### src/rtl/thermal_pkg.sv
`default_nettype none
// ============================================================================
// Package     : thermal_pkg
// Description : Shared types for the thermal frame pipeline: frame-statistics
//               scanner state and register bundle, plus normalizer types.
// Revision    : 1.0 - initial release
// ============================================================================
package thermal_pkg;

  // Storage width of the scanner's running min/max. Raw pixels (DATAW bits)
  // are sign-extended into this width, so DATAW must be below this value.
  localparam int SCAN_DATAW_MAX = 32;
  // Storage width of the scanner's address counter (MAX_ADDR must fit).
  localparam int SCAN_ADDRW_MAX = 16;

  typedef enum logic [1:0] {
    ST_IDLE  = 2'd0,
    ST_SCAN  = 2'd1,
    ST_DRAIN = 2'd2,
    ST_DONE  = 2'd3
  } scan_state_e;

  // Registered scanner state. An all-zero value is the idle/cleared state.
  typedef struct packed {
    scan_state_e               state;
    logic [SCAN_ADDRW_MAX-1:0] addr;
    logic                      first;
    logic [SCAN_DATAW_MAX-1:0] min_v;
    logic [SCAN_DATAW_MAX-1:0] max_v;
  } scan_regs_t;

  // Normalizer types: the scanner's o_min/o_range feed these on o_done.
  localparam int NORM_OUTW = 8;

  typedef enum logic [1:0] {
    NORM_IDLE = 2'd0,
    NORM_RUN  = 2'd1,
    NORM_DONE = 2'd2
  } norm_state_e;

  typedef struct packed {
    logic [SCAN_DATAW_MAX-1:0] offset;
    logic [SCAN_DATAW_MAX-1:0] span;
  } norm_cfg_t;

  // Signed less-than on sign-extended storage words.
  function automatic logic signed_lt(input logic [SCAN_DATAW_MAX-1:0] a,
                                     input logic [SCAN_DATAW_MAX-1:0] b);
    return $signed(a) < $signed(b);
  endfunction

endpackage : thermal_pkg
`default_nettype wire

### src/rtl/frame_stats_scanner.sv
`default_nettype none
// ============================================================================
// Module      : frame_stats_scanner
// Description : Reads one frame (addresses 0..MAX_ADDR) from a fixed-latency
//               memory and reports the signed minimum and the max-min range,
//               with a one-cycle o_done pulse when the statistics are valid.
// Revision    : 1.0 - initial release
// ============================================================================
module frame_stats_scanner
  import thermal_pkg::*;
#(
  parameter int  DATAW      = 16,
  parameter int  MAX_ADDR   = 63,
  parameter int  RD_LATENCY = 1,
  localparam int ADDRW      = $clog2(MAX_ADDR + 1)
) (
  input  logic                    i_clk,
  input  logic                    i_rst,
  input  logic                    i_start,
  output logic                    o_rd_valid,
  output logic [ADDRW-1:0]        o_rd_addr,
  input  logic signed [DATAW-1:0] i_rd_data,
  output logic                    o_done,
  output logic signed [DATAW-1:0] o_min,
  output logic [DATAW-1:0]        o_range,
  output logic                    o_busy,
  output logic                    o_debug_busy_req
);

  localparam logic [SCAN_ADDRW_MAX-1:0] c_last_addr = SCAN_ADDRW_MAX'(MAX_ADDR);
  // Valid-pipe pattern meaning "only the final sample is still in flight".
  localparam logic [RD_LATENCY-1:0] c_last_pipe = RD_LATENCY'(1) << (RD_LATENCY - 1);

  scan_regs_t              r_scan_q;
  logic                    r_rd_valid_q;
  logic [RD_LATENCY-1:0]   r_vpipe_q;
  logic                    r_done_q;
  logic signed [DATAW-1:0] r_min_q;
  logic [DATAW-1:0]        r_range_q;
  logic                    r_busy_req_q;

  logic [RD_LATENCY-1:0]     w_vpipe_d;
  logic                      w_sample_vld;
  logic [SCAN_DATAW_MAX-1:0] w_sample;
  logic [SCAN_DATAW_MAX-1:0] w_min_d;
  logic [SCAN_DATAW_MAX-1:0] w_max_d;
  logic [DATAW:0]            w_range_d;
  logic                      w_unused_range_msb;
  logic                      w_last_sample;

  // The valid pipe tracks which cycles carry returning read data.
  generate
    if (RD_LATENCY == 1) begin : g_vpipe_single
      assign w_vpipe_d = r_rd_valid_q;
    end else begin : g_vpipe_shift
      assign w_vpipe_d = {r_vpipe_q[RD_LATENCY-2:0], r_rd_valid_q};
    end
  endgenerate

  assign w_sample_vld  = r_vpipe_q[RD_LATENCY-1];
  assign w_sample      = {{(SCAN_DATAW_MAX-DATAW){i_rd_data[DATAW-1]}}, i_rd_data};
  assign w_last_sample = (r_scan_q.state == ST_DRAIN) && (r_vpipe_q == c_last_pipe);

  // Fold the returning sample into the running min/max (first sample seeds both).
  always_comb begin
    w_min_d = r_scan_q.min_v;
    w_max_d = r_scan_q.max_v;
    if (w_sample_vld) begin
      if (r_scan_q.first) begin
        w_min_d = w_sample;
        w_max_d = w_sample;
      end else begin
        if (signed_lt(w_sample, r_scan_q.min_v)) w_min_d = w_sample;
        if (signed_lt(r_scan_q.max_v, w_sample)) w_max_d = w_sample;
      end
    end
  end

  // Range needs DATAW+1 bits for the subtraction, but max-min of two DATAW-bit
  // signed values always fits in DATAW unsigned bits, so the MSB is dropped.
  assign w_range_d = {w_max_d[DATAW-1], w_max_d[DATAW-1:0]}
                   - {w_min_d[DATAW-1], w_min_d[DATAW-1:0]};
  assign w_unused_range_msb = w_range_d[DATAW];

  // Scan controller: address generation, drain tracking and result capture.
  always_ff @(posedge i_clk) begin
    if (i_rst) begin
      r_scan_q     <= '0;
      r_rd_valid_q <= 1'b0;
      r_vpipe_q    <= '0;
      r_done_q     <= 1'b0;
      r_min_q      <= '0;
      r_range_q    <= '0;
      r_busy_req_q <= 1'b0;
    end else begin
      r_vpipe_q      <= w_vpipe_d;
      r_done_q       <= 1'b0;
      r_scan_q.min_v <= w_min_d;
      r_scan_q.max_v <= w_max_d;
      if (w_sample_vld) r_scan_q.first <= 1'b0;
      if (i_start && (r_scan_q.state != ST_IDLE)) r_busy_req_q <= 1'b1;

      case (r_scan_q.state)
        ST_IDLE: begin
          if (i_start) begin
            r_scan_q.state <= ST_SCAN;
            r_scan_q.addr  <= '0;
            r_scan_q.first <= 1'b1;
            r_rd_valid_q   <= 1'b1;
          end
        end
        ST_SCAN: begin
          if (r_scan_q.addr == c_last_addr) begin
            r_rd_valid_q   <= 1'b0;
            r_scan_q.state <= ST_DRAIN;
          end else begin
            r_scan_q.addr <= r_scan_q.addr + SCAN_ADDRW_MAX'(1);
          end
        end
        ST_DRAIN: begin
          // Capture on the edge that absorbs the final sample so that the
          // statistics and o_done appear together in the DONE cycle.
          if (w_last_sample) begin
            r_scan_q.state <= ST_DONE;
            r_done_q       <= 1'b1;
            r_min_q        <= w_min_d[DATAW-1:0];
            r_range_q      <= w_range_d[DATAW-1:0];
          end
        end
        ST_DONE: begin
          r_scan_q.state <= ST_IDLE;
        end
        default: begin
          r_scan_q     <= '0;
          r_rd_valid_q <= 1'b0;
          r_vpipe_q    <= '0;
          r_done_q     <= 1'b0;
          r_min_q      <= '0;
          r_range_q    <= '0;
          r_busy_req_q <= 1'b0;
        end
      endcase
    end
  end

  assign o_rd_valid       = r_rd_valid_q;
  assign o_rd_addr        = r_scan_q.addr[ADDRW-1:0];
  assign o_done           = r_done_q;
  assign o_min            = r_min_q;
  assign o_range          = r_range_q;
  assign o_busy           = (r_scan_q.state != ST_IDLE);
  assign o_debug_busy_req = r_busy_req_q;

endmodule : frame_stats_scanner
`default_nettype wire

### config.mk
export PLATFORM = sky130hd
export DESIGN_NAME = frame_stats_scanner
export DESIGN_NICKNAME = d
export VERILOG_FILES = /design/src/rtl/thermal_pkg.sv /design/src/rtl/frame_stats_scanner.sv
export SDC_FILE = /design/constraint.sdc
export NUM_CORES = 1
export LEC_CHECK = 0
export BUFFER_PORTS_ARGS = -buffer_cell sky130_fd_sc_hd__buf_4
export CORE_MARGIN = 2
export CORE_UTILIZATION = 45
export DETAILED_ROUTE_END_ITERATION = 8
export PLACE_DENSITY_LB_ADDON = 0.1
export SLEW_MARGIN = 10
export SYNTH_ARGS = -nofsm -noshare
export SYNTH_HDL_FRONTEND = slang
export SYNTH_SLANG_ARGS = --single-unit
### constraint.sdc
create_clock -name i_clk -period 7.98 [get_ports i_clk]
set_input_delay 0.399 -clock i_clk [delete_from_list [all_inputs] [get_ports i_clk]]
set_output_delay 0.399 -clock i_clk [all_outputs]
set_load 0.02 [all_outputs]
==> Word-level counts from Yosys, hierarchy flattened <==
Cells that the tools add are included.
{ "op_classes": {"addsub": 2, "muxes": 18, "n_lt_le_gt_ge": 2, "n_eq_ne": 8, "bitwise": 1, "reduce_logical": 14} }
{ "ops": {"columns": ["op", "n"], "rows": [
  ["32-bit two-way mux", 4],
  ["16-bit two-way mux", 3],
  ["16-bit by 32-bit < comparator with 1-bit output", 1],
  ["32-bit by 16-bit < comparator with 1-bit output", 1],
  ["16-bit case mux with 2 select lines", 1],
  ["19-bit two-way mux", 1],
  ["16-bit by 1-bit adder with 16-bit output (second input constant)", 1],
  ["16-bit by 6-bit equality test with 1-bit output (second input constant)", 1],
  ["16-bit subtractor", 1],
  ["3-bit AND reduction", 3],
  ["2-bit inequality test (second input constant)", 4],
  ["2-bit case mux with 4 select lines", 1],
  ["2-bit nonzero test", 4],
  ["2-bit AND reduction", 3],
  ["1-bit two-way mux", 5],
  ["2-bit equality test (second input constant)", 2],
  ["2-bit two-way mux", 2],
  ["2-bit by 1-bit equality test with 1-bit output (second input constant)", 1],
  ["1-bit logical AND", 2],
  ["2-bit zero test", 1],
  ["1-bit case mux with 2 select lines", 1],
  ["2-bit OR reduction", 1],
  ["1-bit NOT", 1]
]} }
{ "totals": {"inputBits": 19, "reg_bits": 119} }

==> Depth between registers and ports, before layout <==
{ "depth": {"ltp_word": 5, "ltp_mapped": 22, "depth_no_buf": 18} }

==> Least setup slack after synthesis <==
Ideal clock, no wire load.
{ "synth_timing": {"path_type": "reg-to-reg", "start": "register r_scan_q[42] (netlist bit)", "end": "register r_range_q[15], in the netlist o_range[15]", "setup_time_ns": 0.123, "t_arrival_ns": 4.991, "n_path_buf": 5, "stages_incl_launch_ff": 21, "setup_slack_ns": 2.866, "synth_period_minus_slack_ns": 5.114, "cell_sequence": "dfxtp_1 -> clkbuf_1 -> inv_1 -> ha_1 -> nand4_1 -> or4_4 -> a31oi_2 -> buf_2 -> buf_2 -> buf_1 -> clkbuf_1 -> a21oi_1 -> ha_1 -> a21o_1 -> a32oi_1 -> o311ai_0 -> o31a_1 -> a221o_1 -> a211oi_2 -> o21ai_1 -> mux2_1"} }
{ "synth_via": {"elab_chain_len": 5} }
{ "synth_rtl": {"columns": ["element", "line", "text"], "rows": [
  ["start, declared", "frame_stats_scanner.sv:34", "scan_regs_t r_scan_q;"],
  ["16-bit by 32-bit < comparator with 1-bit output", "thermal_pkg.sv:49", "return $signed(a) < $signed(b);"],
  ["32-bit two-way mux", "frame_stats_scanner.sv:73", "if (signed_lt(w_sample, r_scan_q.min_v)) w_min_d = w_sample;"],
  ["32-bit two-way mux", "frame_stats_scanner.sv:69", "if (r_scan_q.first) begin"],
  ["16-bit two-way mux *", "frame_stats_scanner.sv:68", "if (w_sample_vld) begin"],
  ["16-bit subtractor *", "frame_stats_scanner.sv:82", "- {w_min_d[DATAW-1], w_min_d[DATAW-1:0]};"],
  ["end signal, assigned", "frame_stats_scanner.sv:127", "r_range_q <= w_range_d[DATAW-1:0];"],
  ["end, declared", "frame_stats_scanner.sv:39", "logic [DATAW-1:0] r_range_q;"]
]} }
Mark *: on every way between the ends. The rest lies on a longest branch, timed or not. The select of a mux whose other input is x is not followed.
A chain may end at the register's enable or synchronous reset.

==> Worst setup path after layout <==
{ "layout_timing": {"start": "register r_scan_q[43] (netlist bit)", "end": "register r_range_q[15], in the netlist o_range[15]"} }
Same word-level chain as after synthesis.

==> impl_metrics.toml <==
[power]
p_int_mw = 1.20
p_leak_nw = 2.70
vdd_ir_drop_max_mv = 0.135
combPwrFrac_pct = 52.9
p_sw_mw = 0.907
power_density_nw_per_um2 = 310
p_sw_share_pct = 43.0
p_clk_share_pct = 20.9
total_power_mw = 2.11
power_frac_seq_pct = 26.2

[run_status]
outcome = "finished, final reports clean"

[placed_design]
port_buffers = 60
place_congestion = 0.883
hpwl_mm = 11.4
dp.cells = 943
dpl_worst_slack_ns = 3.10

[yosys]
synthTopCellsByArea = "dfxtp_1, ha_1, nor2_1"
synth_area_sq_um = 6030
synthCells = 753
synth.net_count = 816
synth-simple-area-share_pct = 19.5
ys_types = 87
yosysTopAreaCell = "dfxtp_1"
yosysSeqAreaShare_pct = 29.5
syn-mean-instance-area_sq_um = 8.01
synth_top_family_by_area = "compound AO/OA/AOI/OAI gates"
synthAdderAreaFrac_pct = 9.77
synth_top_area_share_pct = 29.5
ys_seq_elements = 89
yosysWarningCount = 0
synth_edf_count = 0
synthArstFlopShare_pct = 0
synth-main-ff-cell = "dfxtp_1"
synth_xor_area_share_pct = 5.37
synthMuxAreaShare_pct = 2.61
synth-compound-area-share_pct = 26.2

[worst_setup_path]
crit_arrival_ns = 5.08
cp_common_cell = "ha_1"
path_max_fanout = 6
cp_cell_sequence = "inv_1 -> ha_1 -> nand4_1 -> or4_4 -> a31oi_4 -> nor2_1 -> a21oi_1 -> ha_1 -> a21o_1 -> a32oi_1 -> o311ai_0 -> o31a_1 -> a221o_1 -> a211oi_2 -> o21ai_1 -> mux2_1"
worstPathBufferInverterCount = 1
cp_slowest_stage_delay_ns = 0.61
cp_top_family = "compound AO/OA/AOI/OAI gates"
path_class = "reg2reg"
cpMaxStageDelayCell = "or4_4"
crit_path_end_kind = "register"
crit_required_ns = 8.22
cp-start-kind = "register"

[sta]
skew_ns = 0.00896
fin_ws_ns = 3.14
rsz0062_at_grt = "false"
final-max-slew-violation-count = 0
holdWs_ns = 0.338
tightest_slew_ns = 1.06
setup_violations = 0
fin_crit_ns = 4.84
final-hold-violation-count = 0
timing.fmax_mhz = 207
fin_crit_sh_pct = 60.6
maxSlewHeadroom_pct = 29.3
setup_tns_ns = 0

[grt]
globalRouteTotalUtil_pct = 23.3
antenna_found_initial = 0
grt_max_degree = 73
first_global_vias = 5229
grt_pass1_wl_mm = 27.0
gr-total-overflow = 0

[die]
rows = 42
fp.dieH_um = 120
core_sq_um = 13200
die_area_sq_um = 14300
initial_core_util_pct = 45.7
io_pins = 61
die_w_um = 120

[detailed_routing]
wire_per_inst_um = 16.5
remaining_drc_errors = 0
ant_nets = 0
vias = 5562
drt_pass1_iterations = 5
post_drt_via_cell_ratio = 5.80
drt_wl_total_mm = 15.8
drt_iter0_drc = 403

[final_layout]
mostFrequentLayoutCell = "nor2_1"
antennaDiodeCount = 0
nNetsFinal = 841
mostFrequentLayoutCells = "nor2_1, dfxtp_1, buf_4, nand2_1, a21oi_1"
syn_to_final_growth_pct = 12.8
final_cells = 959
final_layout_size_suffix_gt1_share_pct = 13.3

[flow_run]
maxCapViolCount = 0

[clock_tree]
cts_resized = 0
cts_root_buf = "clkbuf_16"
cts.sinks = 89
tritoncts = "yes"
clockBufferDepth = 2
path_clk_slew_ns = 0.07
cts_inserted_buffers = 9
htree_levels = 3
post-cts-setup-buffers = 0
worstSkewPairLatency_ns = 0.35
cts_hold_buf = 0

[worst_hold_path]
hp-class = "in2reg"
[flip-flops by register name, indices dropped and copies added, names as in the netlist, named ones only]
register	cells
r_scan_q	45
o_min	16
o_range	16
o_rd_addr	6
o_debug_busy_req	1
o_done	1
o_rd_valid	1
r_vpipe_q	1
[synthesized netlist by cell type (5+ instances only)]
cell and number:
a22oi_1 5, xor2_1 21, nand3_1 14, o21a_1 5, inv_1 44, mux2i_1 11
dfxtp_1 89, and2_1 6, nand4_1 7, nor4_1 6, nand2_1 61, a211oi_1 36
buf_2 8, and3_1 6, o21ai_0 31, clkbuf_1 32, nand2b_1 8, a21boi_0 5
nor2b_1 8, buf_4 7, nor2_1 99, nor3_1 12, o211ai_1 6, ha_1 43
xnor2_1 16, or3_1 5, o22ai_1 6, a21oi_1 55
[worst register-to-register path: cells and delay by family, from the launching register on]
kind | cells | cell delay, ns
buffers and inverters | 1 | 0.08
adders and majority gates | 2 | 0.67
and+or+nand+nor | 3 | 0.84
DFF | 1 | 0.43
AOI/OAI and AO/OA | 9 | 2.39
muxes | 1 | 0.32
[final cells by class]
cell class / count / area, sq um
multi-input cells: 569 / 3840
inverters: 44 / 165
fillers: 1274 / 6380
clock buffers: 12 / 256
clock inverters: 4 / 51.3
well taps: 176 / 220
flip-flops and latches: 89 / 1780
repair buffers: 65 / 488
[worst paths after layout]
path / from / end / slack (ns) / cells past startpoint
worst max-delay path: r_scan_q[43] / o_range[15] / 3.14 / 16
worst min-delay path: i_start / o_debug_busy_req / 0.34 / 3
worst max register to register: r_scan_q[43] / o_range[15] / 3.14 / 16
worst min register to register: o_range[1] / o_range[1] / 0.47 / 2
[power groups by stage]
stage | Sequential (mW) | Clock, mW | Combinational [mW]
after floorplan | 0.556 | 0 | 0.851
after global placement | 0.559 | 0 | 1.09
after detailed placement | 0.562 | 0 | 1.11
after CTS | 0.552 | 0.456 | 1.11
after global routing | 0.562 | 0.472 | 1.25
final | 0.553 | 0.441 | 1.12
[cells by family (layout without fill, tap and decap cells)]
kind of cell,after synthesis,count (layout)
simple gates,251,251
fa+ha+maj,47,47
buf+inv,95,125
flops,89,89
xor+xnor,37,37
mux,14,14
compound gates,220,220
[layer usage]
| metal | routed length [um] | vias up | global-route usage, % |
|---|---|---|---|
| li1 | - | 2778 | - |
| met1 | 7680 | 2601 | 33.4 |
| met2 | 6900 | 155 | 34.8 |
| met3 | 786 | 28 | 3.80 |
| met4 | 412 | 0 | 8.90 |
| met5 | 0 | - | 0 |
[stage by stage]
stage               area [sq um]  util (%)
floorplan                   6030         -
global placement            6500      49.3
detailed placement          6500      49.3
CTS                         6810      51.6
global route                6810      51.6
finish                      6810      51.6
(Power assumes the default switching activity.)
